<file path="config.mk">
export PLATFORM = sky130hd
export DESIGN_NAME = pwm_capture
export DESIGN_NICKNAME = d
export VERILOG_FILES = /design/src/rtl/pwm_capture_pkg.sv /design/src/rtl/pwm_capture_sync.sv /design/src/rtl/pwm_capture.sv
export SDC_FILE = /design/constraint.sdc
export NUM_CORES = 1
export LEC_CHECK = 0
export ABC_AREA = 1
export CORE_ASPECT_RATIO = 0.9
export CORE_UTILIZATION = 54
export CTS_BUF_LIST = sky130_fd_sc_hd__clkbuf_8
export DETAILED_ROUTE_END_ITERATION = 6
export GPL_ROUTABILITY_DRIVEN = 0
export PLACE_DENSITY = 0.75
export SLEW_MARGIN = 25
export SYNTH_ARGS = -nofsm -noshare
export SYNTH_HDL_FRONTEND = slang
export SYNTH_SLANG_ARGS = --single-unit
</file>
<file path="constraint.sdc">
create_clock -name clk_i -period 4.4 [get_ports clk_i]
set_clock_uncertainty 0.15 [all_clocks]
set_input_delay 0.88 -clock clk_i [delete_from_list [all_inputs] [get_ports clk_i]]
set_output_delay 0.88 -clock clk_i [all_outputs]
set_load 0.03 [all_outputs]
</file>
<file path="src/rtl/pwm_capture_pkg.sv">
// pwm_capture_pkg: shared state encoding, pipeline constants and saturating helper for PWM capture.
package pwm_capture_pkg;

   typedef enum logic [1:0] {IDLE, HIGH, LOW} cap_state_e;

   localparam int SYNC_DEPTH = 2;
   localparam int FILTER_LEN = 3;

   function automatic logic [31:0] sat_inc(input logic [31:0] v, input logic [31:0] max_v);
      return (v >= max_v) ? max_v : v + 32'd1;
   endfunction

endpackage

</file>
<file path="src/rtl/pwm_capture_sync.sv">
// pwm_capture_sync: input synchronizer, glitch filter (PWM_CAPTURE_FILTER_EN) and edge detector.
// The filter only lets s follow the line after FILTER_LEN identical synchronized samples.
module pwm_capture_sync
   import pwm_capture_pkg::*;
(
   input  logic clk_i,
   input  logic rst_i,
   input  logic pwm_i,
   output logic s,
   output logic rise,
   output logic fall
);

   logic [SYNC_DEPTH-1:0] sync_q;
   logic                  synced;
   logic                  prev;

   assign synced = sync_q[SYNC_DEPTH-1];

   always_ff @(posedge clk_i) begin
      if (rst_i) begin
         sync_q <= '0;
         prev   <= 1'b0;
      end else begin
         sync_q <= {sync_q[SYNC_DEPTH-2:0], pwm_i};
         prev   <= s;
      end
   end

`ifdef PWM_CAPTURE_FILTER_EN
   logic [FILTER_LEN-2:0] hist;
   logic [FILTER_LEN-1:0] win;

   assign win = {hist, synced};

   always_ff @(posedge clk_i) begin
      if (rst_i) begin
         hist <= '0;
         s    <= 1'b0;
      end else begin
         hist <= win[FILTER_LEN-2:0];
         s    <= &win ? 1'b1 : ~|win ? 1'b0 : s;
      end
   end
`else
   always_ff @(posedge clk_i) begin
      if (rst_i)
         s <= 1'b0;
      else
         s <= synced;
   end
`endif

   assign rise = s & ~prev;
   assign fall = ~s & prev;

endmodule

</file>
<file path="src/rtl/pwm_capture.sv">
// pwm_capture: measures period and high time of an external PWM line in prescaled ticks.
// Flags a static line via a programmable timeout; optional input glitch filter under PWM_CAPTURE_FILTER_EN.
module pwm_capture
   import pwm_capture_pkg::*;
#(
   parameter int Resolution = 16
) (
   input  logic                  clk_i,
   input  logic                  rst_i,
   input  logic                  enable_i,
   input  logic [Resolution-1:0] step_i,
   input  logic [Resolution-1:0] timeout_i,
   input  logic                  pwm_i,
   output logic [Resolution-1:0] period_o,
   output logic [Resolution-1:0] high_o,
   output logic                  valid_o,
   output logic                  overflow_o,
   output logic                  stuck_o,
   output logic                  stuck_level_o
);

   localparam logic [Resolution-1:0] ONES = '1;

   logic                  s, rise, fall;
   cap_state_e            state;
   logic [Resolution-1:0] cnt, presc, h, cnt_inc;
   logic                  ovf, cnt_max, tick, timeout_hit;

   pwm_capture_sync u_sync (
      .clk_i (clk_i),
      .rst_i (rst_i),
      .pwm_i (pwm_i),
      .s     (s),
      .rise  (rise),
      .fall  (fall)
   );

   assign cnt_max     = cnt == ONES;
   assign cnt_inc     = Resolution'(sat_inc(32'(cnt), 32'(ONES)));
   assign tick        = presc == step_i;
   assign timeout_hit = (timeout_i != '0) && (cnt == timeout_i);

   always_ff @(posedge clk_i) begin
      if (rst_i) begin
         state         <= IDLE;
         cnt           <= '0;
         presc         <= '0;
         h             <= '0;
         ovf           <= 1'b0;
         period_o      <= '0;
         high_o        <= '0;
         valid_o       <= 1'b0;
         overflow_o    <= 1'b0;
         stuck_o       <= 1'b0;
         stuck_level_o <= 1'b0;
      end else begin
         valid_o <= 1'b0;
         if (!enable_i) begin
            state   <= IDLE;
            cnt     <= '0;
            presc   <= '0;
            ovf     <= 1'b0;
            stuck_o <= 1'b0;
         end else if (rise) begin
            // a rise in HIGH means the fall was missed: the whole period counts as high
            cnt   <= '0;
            presc <= '0;
            ovf   <= 1'b0;
            state <= HIGH;
            if (state != IDLE) begin
               period_o   <= cnt_inc;
               high_o     <= (state == HIGH) ? cnt_inc : h;
               overflow_o <= ovf | cnt_max;
               valid_o    <= 1'b1;
               stuck_o    <= 1'b0;
            end
         end else begin
            if (tick) begin
               presc <= '0;
               cnt   <= cnt_inc;
               ovf   <= ovf | cnt_max;
            end else begin
               presc <= presc + Resolution'(1);
            end
            if (timeout_hit) begin
               stuck_o       <= 1'b1;
               stuck_level_o <= s;
               period_o      <= '0;
               high_o        <= '0;
               state         <= IDLE;
            end else if (fall && state == HIGH) begin
               h     <= cnt_inc;
               state <= LOW;
            end
         end
      end
   end

endmodule
</file>
==> flow_metrics.py, run 1 <==
metrics = {
    "status": {
        "status": "finished clean",
    },
    "global_routing": {
        "grt_max_degree": 61,
        "grt_util_met2": 0.484,
        "grt_use_total": 0.287,
        "gr-total-overflow": 0,
        "met3_usage": 0.0381,
        "top_usage_layer": "met2",
        "antenna_found_initial": 0,
        "met1_usage": 0.381,
        "grt_pass1_wl_mm": 21.5,
        "grt_pass1_vias": 4719,
    },
    "cells_and_area": {
        "regArea_um2": 1820,
        "diodes": 0,
        "final_cell_area_um2": 5950,
        "final_cell_mix": "nand2_1, nor2_1, dfxtp_1",
        "multi_input_area_um2": 2730,
        "drive_above_1_share": 0.0543,
        "layout_commonest_cell": "nand2_1",
        "final_net_count": 843,
        "fin_util": 0.679,
        "synthToLayoutAreaGrowth_pct": 19.6,
        "nFillCells": 774,
        "final_cells": 929,
    },
    "floorplan": {
        "pin_count": 72,
        "die_area_um2": 9610,
        "die_width_um": 103,
        "die_h_um": 93.1,
        "start_util": 0.568,
        "core-area_um2": 8770,
        "rows": 32,
    },
    "placement": {
        "placed_cells": 913,
        "dpl_cell_area_um2": 5720,
        "numPortBuffers": 71,
        "dp_hpwl_mm": 9.23,
    },
    "timing": {
        "rsz0062_at_grt": "no",
        "period_minus_slack_ps": 2870,
        "fin_crit_sh": 0.651,
        "slew_headroom": 0.400,
        "slew_violations": 0,
        "tns_ps": 0,
        "finalSetupViolCount": 0,
        "max_freq_ghz": 0.349,
        "tightest_slew_ps": 895,
        "timing.final.hold_violations": 0,
    },
    "power_and_ir_drop": {
        "ir_worst_vdd_mv": 0.199,
        "leakage_uw": 0.00244,
        "pwr_density_cell_nw_per_um2": 265,
        "p_total_uw": 1580,
    },
    "critical_path": {
        "required_ps": 4560,
        "crit_slowest_cell": "buf_4",
        "cp-end-kind": "register",
        "cp_max_fo": 59,
        "cp_slowest_stage_delay_ps": 470,
        "arrival_ps": 3020,
        "cp-start-kind": "input pin",
        "path_class": "in2reg",
        "crit_path_cell_trace": "clkdlybuf4s50_1, inv_1, nand4_1, nor2_1, nand2_1, nand4_4, buf_4, nand2_1, and2_1, nor2_1",
    },
    "cts": {
        "cts_sinks": 91,
        "cts.clk_slew.worst_paths_ps": 100,
        "cts-hold-fix-buffers": 0,
        "tritoncts": "built",
        "worstSkewPairLatency_ps": 360,
        "clockBufferDepth": 2,
        "cts_setup_buffers": 0,
        "cts_resized": 0,
        "numCtsBuffers": 9,
        "root_buffer": "clkbuf_8",
        "h-tree-depth": 3,
    },
    "routing": {
        "drc_errors": 0,
        "drt_iter0_drc": 312,
        "ant_nets": 0,
        "vias_per_cell": 5.31,
        "dr.pass1.iters": 5,
        "drt_wl_total_mm": 12.7,
        "vias": 4930,
        "wl_per_cell_um": 13.7,
    },
    "yosys": {
        "synthArstFlopShare": 0,
        "ys_ff_latch": 91,
        "synth_cells": 749,
        "syn_nets": 787,
        "ys_warn_count": 0,
        "synth_top_area_cell": "dfxtp_1",
        "synth_area_um2": 4980,
        "synth_top_area_frac": 0.366,
        "synth.area.top_cells": "dfxtp_1, nand2_1, nor2_1, inv_1, a21oi_1",
        "netlist-cell-type-count": 36,
        "ys.flop_type": "dfxtp_1",
        "synth-edff-count": 0,
        "ys_seq_area_frac": 0.366,
        "syn_avg_cell_area_um2": 6.65,
    },
    "flow_run": {
        "drv_cap": 0,
    },
    "min_path": {
        "min-delay-path-class": "reg2reg",
    },
}
==> path summary, 6_finish.rpt <==
kind | start | end | slack [ps] | cells past startpoint
hold / removal | u_sync.sync_q[0] | u_sync.sync_q[1] | 260 | 2
setup reg to reg | u_sync.s | high_o[1] | 1920 | 8
hold reg to reg | u_sync.sync_q[0] | u_sync.sync_q[1] | 260 | 2
setup / recovery | timeout_i[11] | high_o[1] | 1530 | 10
==> kinds of logic after synthesis <==
group	share of synthesized area
AOI/OAI and AO/OA	0.0993
DFF	0.366
adders and majority gates	0.00503
buffers and inverters	0.0865
xor gates and xnor gates	0.0510
and+or+nand+nor	0.392
==> layout make-up <==
type	instances	area share
Inverter	74	0.0467
Tap cell	119	0.0250
Clock buffer	10	0.0231
Sequential cell	91	0.306
Clock inverter	6	0.0164
Multi-Input combinational cell	554	0.458
Timing Repair Buffer	75	0.124
==> cell usage after synthesis, types with 2 or more instances <==
cell type / instances
nand3_2: 2
or2_2: 2
nor3b_1: 2
dfxtp_1: 91
nor3_1: 9
xnor2_1: 15
ha_1: 2
nand3_1: 40
o21ai_1: 2
clkbuf_1: 17
nor2_2: 3
buf_2: 8
xor2_1: 14
nand3b_1: 29
nand2_1: 180
a21oi_1: 45
a21boi_0: 9
o21ai_0: 31
o21bai_1: 3
nand4_1: 11
nor3_2: 3
and2_1: 6
buf_6: 4
inv_1: 67
inv_2: 7
nor2_4: 3
nor2_1: 135
==> flip-flops by register name, indices dropped and copies added, names as in the netlist, 2 cells and up <==
| name | cells |
|---|---|
| u_sync.sync_q | 2 |
| cnt | 16 |
| state | 2 |
| h | 16 |
| high_o | 16 |
| period_o | 16 |
| presc | 16 |
==> worst max-delay path, delay by kind of cell <==
kind,cells,cell delay (ps)
buf+inv,3,960
simple gates,7,1160
==> where the power goes <==
group	switching [uW]	internal (uW)	total, uW
logic	47.6	44.9	92.4
registers	1.82	825	827
clock network	317	343	660
total	367	1210	1580
==> metrics by stage <==
step / hold slack [ps] / setup slack (ps)
6_report: 258 / 1530
3_5_place_dp: 245 / 1120
4_1_cts: 257 / 1520
3_3_place_gp: 239 / 1130
2_1_floorplan: 238 / 2250
5_1_grt: 278 / 1300
==> per-layer routing <==
| layer | vias up | routed length [um] |
|---|---|---|
| met1 | 2274 | 5800 |
| met4 | 0 | 191 |
| met2 | 146 | 5980 |
| met3 | 20 | 735 |
| li1 | 2490 | - |
| met5 | - | 0 |
No activity file was read; power rests on OpenSTA's default activity.
==> run 2: changes to the inputs <==
==> constraint.sdc (replaced) <==
create_clock -name clk_i -period 2.8 [get_ports clk_i]
set_clock_uncertainty 0.15 [all_clocks]
set_input_delay 0.56 -clock clk_i [delete_from_list [all_inputs] [get_ports clk_i]]
set_output_delay 0.56 -clock clk_i [all_outputs]
set_load 0.03 [all_outputs]
==> flow_metrics.py, run 2 (synthesis gave the netlist of run 1 again) <==
metrics = {
    "flow_run": {
        "drv_cap": 0,
    },
    "cts": {
        "numCtsBuffers": 9,
        "h-tree-depth": 3,
        "clockBufferDepth": 2,
        "root_buffer": "clkbuf_8",
        "worstSkewPairLatency_ps": 370,
        "cts_sinks": 91,
        "cts-hold-fix-buffers": 0,
        "cts_resized": 0,
        "cts.clk_slew.worst_paths_ps": 100,
        "cts_setup_buffers": 0,
        "tritoncts": "built",
    },
    "timing": {
        "rsz0062_at_grt": "no",
        "slew_violations": 0,
        "tightest_slew_ps": 881,
        "period_minus_slack_ps": 2390,
        "tns_ps": 0,
        "fin_ws_ps": 407,
        "fin_crit_sh": 0.855,
        "slew_headroom": 0.409,
        "timing.final.hold_violations": 0,
        "finalSetupViolCount": 0,
        "max_freq_ghz": 0.418,
    },
    "routing": {
        "wl_per_cell_um": 13.8,
        "vias_per_cell": 5.31,
        "drt_wl_total_mm": 12.9,
        "vias": 4971,
        "drc_errors": 0,
        "dr.pass1.iters": 5,
        "ant_nets": 0,
        "drt_iter0_drc": 364,
    },
    "cells_and_area": {
        "layout_commonest_cell": "nand2_1",
        "final_net_count": 850,
        "diodes": 0,
        "synthToLayoutAreaGrowth_pct": 19.9,
        "nFillCells": 798,
        "drive_above_1_share": 0.0600,
        "final_cell_mix": "nand2_1, nor2_1, dfxtp_1",
        "fin_util": 0.681,
    },
    "power_and_ir_drop": {
        "leakage_uw": 0.00246,
        "ir_worst_vdd_mv": 0.289,
        "pwr_density_cell_nw_per_um2": 382,
        "p_total_uw": 2280,
    },
    "global_routing": {
        "gr-total-overflow": 0,
        "grt_use_total": 0.290,
        "grt_max_degree": 61,
        "grt_pass1_wl_mm": 21.6,
        "antenna_found_initial": 0,
        "grt_pass1_vias": 4636,
    },
    "floorplan": {
        "die_h_um": 93.1,
        "start_util": 0.568,
        "die_width_um": 103,
        "rows": 32,
        "die_area_um2": 9610,
        "pin_count": 72,
        "core-area_um2": 8770,
    },
    "critical_path": {
        "arrival_ps": 2550,
        "cp-end-kind": "register",
        "crit_slowest_cell": "clkdlybuf4s50_1",
        "required_ps": 2950,
        "crit_path_cell_trace": "clkdlybuf4s50_1, inv_1, nand2_1, nand2_1, a21oi_1, nand2_1, nor2_1, nand3_2, nand2_4, nand2_1, a21oi_1",
        "cp_max_fo": 16,
        "cp_slowest_stage_delay_ps": 490,
        "cp-start-kind": "input pin",
        "cp_common_cell": "nand2_1",
        "path_class": "in2reg",
    },
    "status": {
        "status": "finished clean",
    },
    "placement": {
        "numPortBuffers": 71,
        "dp_hpwl_mm": 9.56,
        "pre_cts_slack_ps": 95.9,
    },
    "min_path": {
        "min-delay-path-class": "reg2reg",
    },
}
## run 2: cell count changes in the layout (fill, tap and decap cells not counted), sizes merged
cell / before / now
clkbuf: 10 / 9
clkinv: 4 / 5
bufinv: 2 / 0
inv: 74 / 76
buf: 4 / 11
## run 2: final timing paths
kind                         start    endpoint  slack, ps  depth (start not counted)
setup / recovery     timeout_i[12]        h[3]        410                         11
hold / removal    u_sync.sync_q[1]    u_sync.s        260                          2
setup reg to reg            cnt[0]  high_o[14]        480                          9
hold reg to reg   u_sync.sync_q[1]    u_sync.s        260                          2
## run 2: metrics by stage
step	instance area [um^2]	instances	hold WS (ps)
floorplan	4980	749	238
global placement	5790	920	240
detailed placement	5790	920	248
CTS	5970	936	263
global route	5970	936	305
finish	5970	936	258
## run 2: power by group
group / internal, uW / leakage [uW] / switching, uW
Clock: 329 / 0.0000954 / 500
Combinational: 73.1 / 0.00163 / 77.2
Sequential: 1300 / 0.000733 / 2.77
## run 2: worst max-delay path, delay by kind of cell
kind,cells,cell delay (ps)
AOI/OAI and AO/OA,2,350
buffers and inverters,2,550
and+or+nand+nor,7,1080
## run 2: final cells by class
class	count	area, um^2	area share
clock buffers	9	124	0.0208
clock inverters	7	52.6	0.00880
inverters	74	278	0.0465
multi-input cells	554	2730	0.457
flip-flops and latches	91	1820	0.305
well taps	119	149	0.0249
repair buffers	82	818	0.137
## run 2: per-layer routing
layer	GRT usage	vias up	part of all wire
met4	0.0810	0	0.018
met2	0.472	173	0.46
met1	0.388	2272	0.46
met3	0.0561	25	0.067
li1	-	2501	-
met5	0	-	0
